==> src/rtl/mac_frame_parser.sv <==
// mac_frame_parser: reads each buffered Ethernet frame out of the receive
// buffer, validates destination MAC, EtherType and length, and streams the
// payload over a valid/ready byte interface. Rejected frames pulse Frm_drop.
// Optional build macro FRM_STATS_EN adds saturating accepted/dropped/lost-edge
// counters.
module mac_frame_parser #(
    parameter logic [47:0] LOCAL_MAC   = 48'h000A3501FEC0,
    parameter logic [15:0] ETHERTYPE   = 16'h0800,
    parameter logic [13:0] MAX_PAYLOAD = 14'd1024,
    parameter int          ADDR_W      = 14
) (
    input  logic              Rd_Clk,
    input  logic              reset_n,
    input  logic              Frm_valid,
    output logic              Rd_en,
    output logic [ADDR_W-1:0] Rd_Addr,
    input  logic [7:0]        Rd_data,
    output logic [7:0]        Pkt_data,
    output logic              Pkt_valid,
    input  logic              Pkt_ready,
    output logic              Pkt_sop,
    output logic              Pkt_eop,
    output logic [47:0]       Src_mac,
    output logic              Frm_drop,
`ifdef FRM_STATS_EN
    output logic [15:0]       Frm_ok_cnt,
    output logic [15:0]       Frm_drop_cnt,
    output logic [15:0]       Frm_ovr_cnt,
`endif
    output logic              Busy
);

    // Header plus largest payload must fit in the buffer address space.
    if (int'(MAX_PAYLOAD) + 16 >= (1 << ADDR_W)) begin : g_size_check
        $error("MAX_PAYLOAD + 16 exceeds buffer address range");
    end

    typedef enum logic [3:0] {
        S_IDLE, S_HDR_F, S_HDR_C, S_CHK, S_PAY_F, S_PAY_V, S_DROP, S_DONE
    } state_t;

    state_t            state, state_next;
    logic              sync1, sync2, sync3, pending;
    logic              rise, take, lost, accept;
    logic [ADDR_W-1:0] addr;
    logic [15:0]       cnt, type_f, len_f;
    logic [47:0]       dest, src_shadow;
    logic [7:0]        hold;
    logic              first, sop;

    assign rise   = sync2 & ~sync3;
    assign take   = (state == S_IDLE) && pending;
    assign lost   = rise && pending && !take;
    assign accept = ((dest == LOCAL_MAC) || (dest == 48'hFFFF_FFFF_FFFF)) &&
                    (type_f == ETHERTYPE) && (len_f != 16'd0) &&
                    (len_f <= {2'b00, MAX_PAYLOAD});

    // Synchronise Frm_valid, detect its rising edge and hold one pending frame.
    always_ff @(posedge Rd_Clk or negedge reset_n) begin
        if (!reset_n) begin
            sync1   <= 1'b0;
            sync2   <= 1'b0;
            sync3   <= 1'b0;
            pending <= 1'b0;
        end else begin
            sync1 <= Frm_valid;
            sync2 <= sync1;
            sync3 <= sync2;
            if (rise)
                pending <= 1'b1;
            else if (take)
                pending <= 1'b0;
        end
    end

    // FSM state register.
    always_ff @(posedge Rd_Clk or negedge reset_n) begin
        if (!reset_n)
            state <= S_IDLE;
        else
            state <= state_next;
    end

    // Next-state decode and state-derived control outputs.
    always_comb begin
        state_next = state;
        Rd_en      = 1'b0;
        Pkt_valid  = 1'b0;
        Frm_drop   = 1'b0;
        Busy       = 1'b1;
        case (state)
            S_IDLE: begin
                Busy = 1'b0;
                if (pending)
                    state_next = S_HDR_F;
            end
            S_HDR_F: begin
                Rd_en      = 1'b1;
                state_next = S_HDR_C;
            end
            S_HDR_C: state_next = (addr == ADDR_W'(15)) ? S_CHK : S_HDR_F;
            S_CHK:   state_next = accept ? S_PAY_F : S_DROP;
            S_PAY_F: begin
                Rd_en      = 1'b1;
                state_next = S_PAY_V;
            end
            S_PAY_V: begin
                Pkt_valid = 1'b1;
                if (Pkt_ready)
                    state_next = (cnt == 16'd1) ? S_DONE : S_PAY_F;
            end
            S_DROP: begin
                Frm_drop   = 1'b1;
                state_next = S_DONE;
            end
            S_DONE: begin
                Busy       = 1'b0;
                state_next = S_IDLE;
            end
            default: state_next = S_IDLE;
        endcase
    end

    // Address/count bookkeeping, header field capture and payload byte hold.
    always_ff @(posedge Rd_Clk or negedge reset_n) begin
        if (!reset_n) begin
            addr       <= '0;
            cnt        <= 16'd0;
            dest       <= 48'd0;
            src_shadow <= 48'd0;
            type_f     <= 16'd0;
            len_f      <= 16'd0;
            Src_mac    <= 48'd0;
            hold       <= 8'd0;
            first      <= 1'b0;
            sop        <= 1'b0;
        end else begin
            // The first presentation cycle bypasses Rd_data; later stall cycles use hold.
            first <= (state == S_PAY_F);
            case (state)
                S_IDLE: if (pending) addr <= '0;
                S_HDR_C: begin
                    addr <= addr + ADDR_W'(1);
                    if (addr < ADDR_W'(6))
                        dest <= {dest[39:0], Rd_data};
                    else if (addr < ADDR_W'(12))
                        src_shadow <= {src_shadow[39:0], Rd_data};
                    else if (addr < ADDR_W'(14))
                        type_f <= {type_f[7:0], Rd_data};
                    else
                        len_f <= {len_f[7:0], Rd_data};
                end
                S_CHK: if (accept) begin
                    Src_mac <= src_shadow;
                    addr    <= ADDR_W'(16);
                    cnt     <= len_f;
                    sop     <= 1'b1;
                end
                S_PAY_V: begin
                    if (first)
                        hold <= Rd_data;
                    if (Pkt_ready) begin
                        addr <= addr + ADDR_W'(1);
                        cnt  <= cnt - 16'd1;
                        sop  <= 1'b0;
                    end
                end
                default: ;
            endcase
        end
    end

    assign Rd_Addr  = addr;
    assign Pkt_data = Pkt_valid ? (first ? Rd_data : hold) : 8'd0;
    assign Pkt_sop  = Pkt_valid & sop;
    assign Pkt_eop  = Pkt_valid & (cnt == 16'd1);

`ifdef FRM_STATS_EN
    // Saturating frame statistics.
    always_ff @(posedge Rd_Clk or negedge reset_n) begin
        if (!reset_n) begin
            Frm_ok_cnt   <= 16'd0;
            Frm_drop_cnt <= 16'd0;
            Frm_ovr_cnt  <= 16'd0;
        end else begin
            if (state == S_CHK && accept && Frm_ok_cnt != 16'hFFFF)
                Frm_ok_cnt <= Frm_ok_cnt + 16'd1;
            if (state == S_DROP && Frm_drop_cnt != 16'hFFFF)
                Frm_drop_cnt <= Frm_drop_cnt + 16'd1;
            if (lost && Frm_ovr_cnt != 16'hFFFF)
                Frm_ovr_cnt <= Frm_ovr_cnt + 16'd1;
        end
    end
`endif

endmodule

==> config.mk <==
export PLATFORM = sky130hd
export DESIGN_NAME = mac_frame_parser
export DESIGN_NICKNAME = d
export VERILOG_FILES = /design/src/rtl/mac_frame_parser.sv
export SDC_FILE = /design/constraint.sdc
export NUM_CORES = 1
export LEC_CHECK = 0
export BUFFER_PORTS_ARGS = -buffer_cell sky130_fd_sc_hd__buf_2
export CAP_MARGIN = 5
export CELL_PAD_IN_SITES_DETAIL_PLACEMENT = 0
export CELL_PAD_IN_SITES_GLOBAL_PLACEMENT = 1
export CORE_MARGIN = 2
export CORE_UTILIZATION = 48
export DETAILED_ROUTE_END_ITERATION = 6
export PLACE_DENSITY = 0.86
export SYNTH_ARGS = -nofsm -noshare
export SYNTH_HDL_FRONTEND = slang
export SYNTH_SLANG_ARGS = --single-unit
==> constraint.sdc <==
create_clock -name Rd_Clk -period 2.9 [get_ports Rd_Clk]
set_clock_uncertainty 0.15 [all_clocks]
set_input_delay 0.58 -clock Rd_Clk [delete_from_list [all_inputs] [get_ports Rd_Clk]]
set_output_delay 0.58 -clock Rd_Clk [all_outputs]
set_load 0.1 [all_outputs]
**Yosys cells after proc, flatten, opt, wreduce, memory -nomap -nowiden**

Index checks and enable logic that the tools add are counted.

- Output and inout port bits: 76
- Register bits after elaboration: 224
- Input bits: 12
- Logic and storage cells: 87

- Bitwise gates (word level): 7
- Multiplexer cells: 24
- Reduce and logical (&&, ||, !) cells: 20
- Add/subtract/negate cells: 2
- Order comparisons: 4
- Equal/unequal tests: 15

Operators with widths:

| kind | number |
|---|---|
| $pmux 14 s4 | 1 |
| $eq 48x36->1 const B | 1 |
| $eq 48x48->1 const B | 1 |
| $mux 14 | 3 |
| $mux 16 | 2 |
| $pmux 16 s2 | 1 |
| $lt 14x4->1 const B | 2 |
| $pmux 4 s7 | 1 |
| $eq 16x1->1 const B | 1 |
| $eq 16x12->1 const B | 1 |
| $eq 4x3->1 const B | 4 |
| $le 16x11->1 const B | 1 |
| $mux 8 | 2 |
| $reduce_bool 16->1 | 1 |
| $sub 16x1->16 const B | 1 |
| $add 14x1->14 const B | 1 |
| $eq 14x4->1 const B | 1 |
| $lt 14x3->1 const B | 1 |
| $reduce_and 4->1 | 3 |
| $eq 4x2->1 const B | 2 |
| $mux 1 | 8 |
| $mux 4 | 2 |
| $mux 2 | 3 |
| $ne 2x2->1 const B | 3 |
| other kinds (12) | 25 |

**Longest topological paths before layout**

- Word-level depth: 7
- Depth in mapped cells: 9
- Depth with buffers taken out: 8

**Worst setup path before layout**

OpenSTA, ideal clock, no wires.

- Path type: reg2reg
- Start: register cnt[7]
- End: register state[1]
- Slack: -927 ps
- Buffers on the path: 0
- Clock period less this slack: 3827 ps
- Stages on the path, launching flop included: 7
- Required time: 2656 ps
- Setup time: 94 ps
- Data arrival time: 3583 ps
- Cell sequence: dfrtp_1 or4_1 nor3_1 nor4b_2 nor2b_1 a21boi_0 a211oi_1

- Longest elaborated chain between the ends: 4

Ends and longest elaborated chain:

| item | line | source |
|---|---|---|
| start: declaration | 46 | `logic [15:0] cnt, type_f, len_f;` |
| start signal: assignment | 156 | `cnt <= len_f;` |
| start signal: assignment | 164 | `cnt <= cnt - 16'd1;` |
| $eq 16x1->1 | 110 | `state_next = (cnt == 16'd1) ? S_DONE : S_PAY_F;` |
| $mux 2 | 110 |  |
| $mux 4 | 109 | `if (Pkt_ready)` |
| $pmux 4 s7 | 91 | `case (state)` |
| end signal: assignment | 81 | `state <= state_next;` |
| end: declaration | 42 | `state_t state, state_next;` |

Every way passes these cells. The select of a mux whose other input is x is not followed.
A chain may end at the register's enable or synchronous reset.

**Final worst setup path**

- Start: register cnt[7]
- End: output Pkt_eop

- Longest elaborated chain between the ends: 2

Ends and longest elaborated chain:

| item | line | source |
|---|---|---|
| $eq 16x1->1 | 176 | `assign Pkt_eop = Pkt_valid & (cnt == 16'd1);` |
| $and 1x1->1 | 176 |  |
| end: declaration | 22 | `output logic Pkt_eop,` |

Every way passes these cells.

==> key figures <==
Status
  • Status: completed

STA
  • Final Setup Violations: 0
  • Slew of the pin with the lowest slew margin: 1.20 ns
  • Unrepaired setup endpoints after global routing: yes
  • Hold Vio Cnt, Final: 0
  • Final TNS setup: 0 ns
  • Min cycle time layout: 2.86 ns
  • Slew Limit Fails: 0
  • Fmax: 349 MHz
  • Ratio of final minimum period to clock period: 98.7%
  • Relative slew margins: 20.3%

Detailed routing
  • Antenna-violating nets left: 0
  • Routed len/inst: 16.7 µm
  • Wirelength, routed: 19900 µm
  • Routed vias: 6521
  • Initial DRC Count: 455
  • Vias/cell: 5.46
  • DR pass1 iterations: 5
  • Residual DRC: 0

Logic synthesis
  • Largest area contributor in the netlist: dfrtp_1
  • Sequential share of the synthesized area: 58.2%
  • Synth area leaders: dfrtp_1 58%, mux2_2 14%, nand2_1 6.5%
  • Ys Warns: 0
  • Post-synthesis cell area: 0.00959 mm²
  • Netlist cell types: 56
  • Synth Instances: 815
  • Post-synth ARST share: 100%
  • #FFs+latches synth: 223
  • Syn Nets: 830
  • Post-synth EDFFs: 0
  • Syn_area_per_cell: 11.8 µm²
  • Prevailing post-synth register cell: dfrtp_1
  • Area share of the largest cell type after synthesis: 58.2%

GRT
  • Tot GR Track Use: 19.2%
  • Vias in the first global route: 6498
  • Largest net degree at the start of global routing: 71
  • GRT overflow: 0
  • First-pass GRT wire length: 33800 µm
  • Initial antenna violation count: 0

Worst setup path
  • CP Launch Type: flip-flop
  • Crit Reg-Reg Startpoint: Rd_Addr[6]$_DFFE_PN0P_
  • Arrival @ worst endpoint: 2.13 ns
  • Reg2Reg Depth: 6
  • R2R Setup Slk: 0.26 ns
  • Reg2reg end: dest[0]$_DFFE_PN0P_
  • Crit path largest cell delay: 0.55 ns
  • Crit path kind: reg -> out
  • Cell depth of the worst setup path: 4
  • Worst Path Required: 2.17 ns
  • Delay-heaviest family, CP: simple AND/OR/NAND/NOR gates
  • Worst setup EP type: output port
  • Worst path bufs/invs: 1
  • Crit-path max FO: 2
  • Slowest-stage cell, CP: or4_4
  • Cell-by-cell listing of the critical path: or4_4 -> nor3_4 -> nor4b_4 -> buf_12

Placement
  • Placer's final routability congestion estimate: 0.778
  • Input/output buffers: 87
  • Post-DP HPWL: 13100 µm

Power
  • Power per Cell Area: 978 mW/mm²
  • Tot Pwr: 0.0112 W
  • P_leak: 5.82 nW
  • Worst vdd ir: 0.744 mV

Floorplan
  • Die Height: 145 µm
  • Row cnt: 51
  • Total die area: 0.0211 mm²
  • CORE AREA: 0.0195 mm²
  • Initial Util: 49.1%
  • Die width: 145 µm
  • # IOs: 88

Clocking
  • H-tree Lvls: 1
  • Num CTS Buffers: 24
  • CTS max path bufs: 3
  • CTS Sinks: 223
  • Root Driver: clkbuf_16
  • Clk slew on worst S/H paths: 0.06 ns
  • Worst skew pair latency: 0.51 ns
  • TritonCTS clock tree: yes

Flow run
  • Max Cap Viol: 0

Min path
  • Hold_sp: Frm_valid
  • Hold path cells: 1
  • Min-Delay Endpoint: sync1$_DFF_PN0_
  • Hold Crit Class: in -> reg

Layout
  • Fillers: 1601
  • Area growth syn-to-layout: 19.6%
  • Final net count: 928
  • Layout cells sized above 1: 32.9%
  • Antenna cells: 0
metrics by stage:
step,hold WS (ns),worst slack [ns],instance area (µm²),std cells,util [%]
after floorplan,0.134,-0.295,9620,815,-
after global placement,0.189,0.285,10600,1147,54.3
after detailed placement,0.211,0.255,10600,1147,54.3
after CTS,0.0273,-0.0530,11500,1195,58.7
after global routing,0.0276,-0.0618,11500,1195,58.7
final,0.0430,0.0363,11500,1195,58.7
repair_timing:
item / in CTS / in global routing
buffers inserted: 4 / 0
pin swaps: 1 / 2
gates resized for setup: 4 / 0
endpoints found under the hold margin: 66 / 0
setup endpoints to repair: 1 / 1
hold buffers: 1 / 0
cells by family after synthesis:
family                   after synthesis  synth area share, %
adder cells (fa/ha/maj)                3                0.391
multiplexers                         145                 17.7
buffers and inverters                 50                 2.35
AO/OA/AOI/OAI                         83                 5.90
XOR/XNOR                               4                0.365
flip-flops                           223                 58.2
AND/OR/NAND/NOR                      307                 15.1
worst register-to-register path: cells and delay by family, from the launching register on:
kind,cells,cell delay (ns)
and+or+nand+nor,3,1.01
DFF,1,0.45
AOI/OAI and AO/OA,1,0.37
muxes,1,0.34
buffers and inverters,1,0.21
flip-flops by register name, indices dropped and copies added (netlist names), 3 cells and up:
register,count
Rd_Addr,14
hold,8
src_shadow,48
len_f,16
cnt,16
Src_mac,48
type_f,16
dest,48
state,3
routing by layer:
layer	GRT usage [%]	wire (µm)	up-vias
li1	-	-	3086
met1	27.9	9260	3255
met2	30.9	9510	151
met3	2.66	736	29
met4	4.66	403	0
met5	0	0	-
how the worst max path moves through the flow:
stage,from,endpoint,slack (ns)
after global placement,dest[33]$_DFFE_PN0P_,Rd_Addr[10]$_DFFE_PN0P_,0.29
after floorplan,state[2]$_DFFE_PN0P_,Pkt_data[0],-0.29
final,cnt[7]$_DFFE_PN0P_,Pkt_eop,0.04
after global routing,cnt[7]$_DFFE_PN0P_,Pkt_eop,-0.06
after CTS,cnt[7]$_DFFE_PN0P_,Pkt_eop,-0.05
after detailed placement,Rd_Addr[6]$_DFFE_PN0P_,dest[16]$_DFFE_PN0P_,0.25
cell usage after synthesis, drive strengths merged, types with 3 or more instances:
master   instances
a211o            6
a21o             8
a21oi           25
a31oi            4
and2             3
and3             5
buf             15
clkbuf          24
dfrtp          223
ha               3
inv             11
mux2           136
mux2i            9
nand2          167
nand3           18
nand4           17
nor2            36
nor2b            4
nor3            10
nor3b            5
nor4            20
nor4b            3
o21ai            6
o22a             7
o22ai            4
o2bb2ai          3
o31ai            8
or4              6
cell type report:
cell class	instances	area [µm²]	area share [%]
Sequential cell	223	5590	48.8
Multi-Input combinational cell	542	3820	33.3
Timing Repair Buffer	111	868	7.57
Clock buffer	34	709	6.19
Tap cell	265	332	2.89
Clock inverter	9	104	0.905
Inverter	11	41.3	0.360
placed cells by master (no fill, tap or decap), types with 6 or more instances in the layout:
| master | netlist | final |
|---|---|---|
| a21o_1 | 8 | 8 |
| a21oi_1 | 25 | 24 |
| buf_12 | 0 | 17 |
| buf_2 | 6 | 75 |
| buf_4 | 4 | 17 |
| clkbuf_16 | 0 | 25 |
| dfrtp_1 | 223 | 214 |
| dfrtp_2 | 0 | 9 |
| inv_1 | 11 | 11 |
| mux2_2 | 116 | 116 |
| mux2_4 | 20 | 20 |
| mux2i_1 | 9 | 9 |
| nand2_1 | 167 | 167 |
| nand3_1 | 18 | 18 |
| nand4_1 | 17 | 17 |
| nor2_1 | 36 | 36 |
| nor3_1 | 9 | 8 |
| nor4_1 | 19 | 19 |
| o21ai_0 | 6 | 6 |
| o22a_1 | 7 | 7 |
| o31ai_1 | 8 | 8 |
where the power goes:
group	internal (W)	total [W]	leakage [nW]	switching (W)
Clock	0.00188	0.00309	0.397	0.00121
Combinational	0.00144	0.00357	2.47	0.00213
Sequential	0.00382	0.00456	2.95	0.000741
Note: power is estimated with default switching activity, not from simulation.
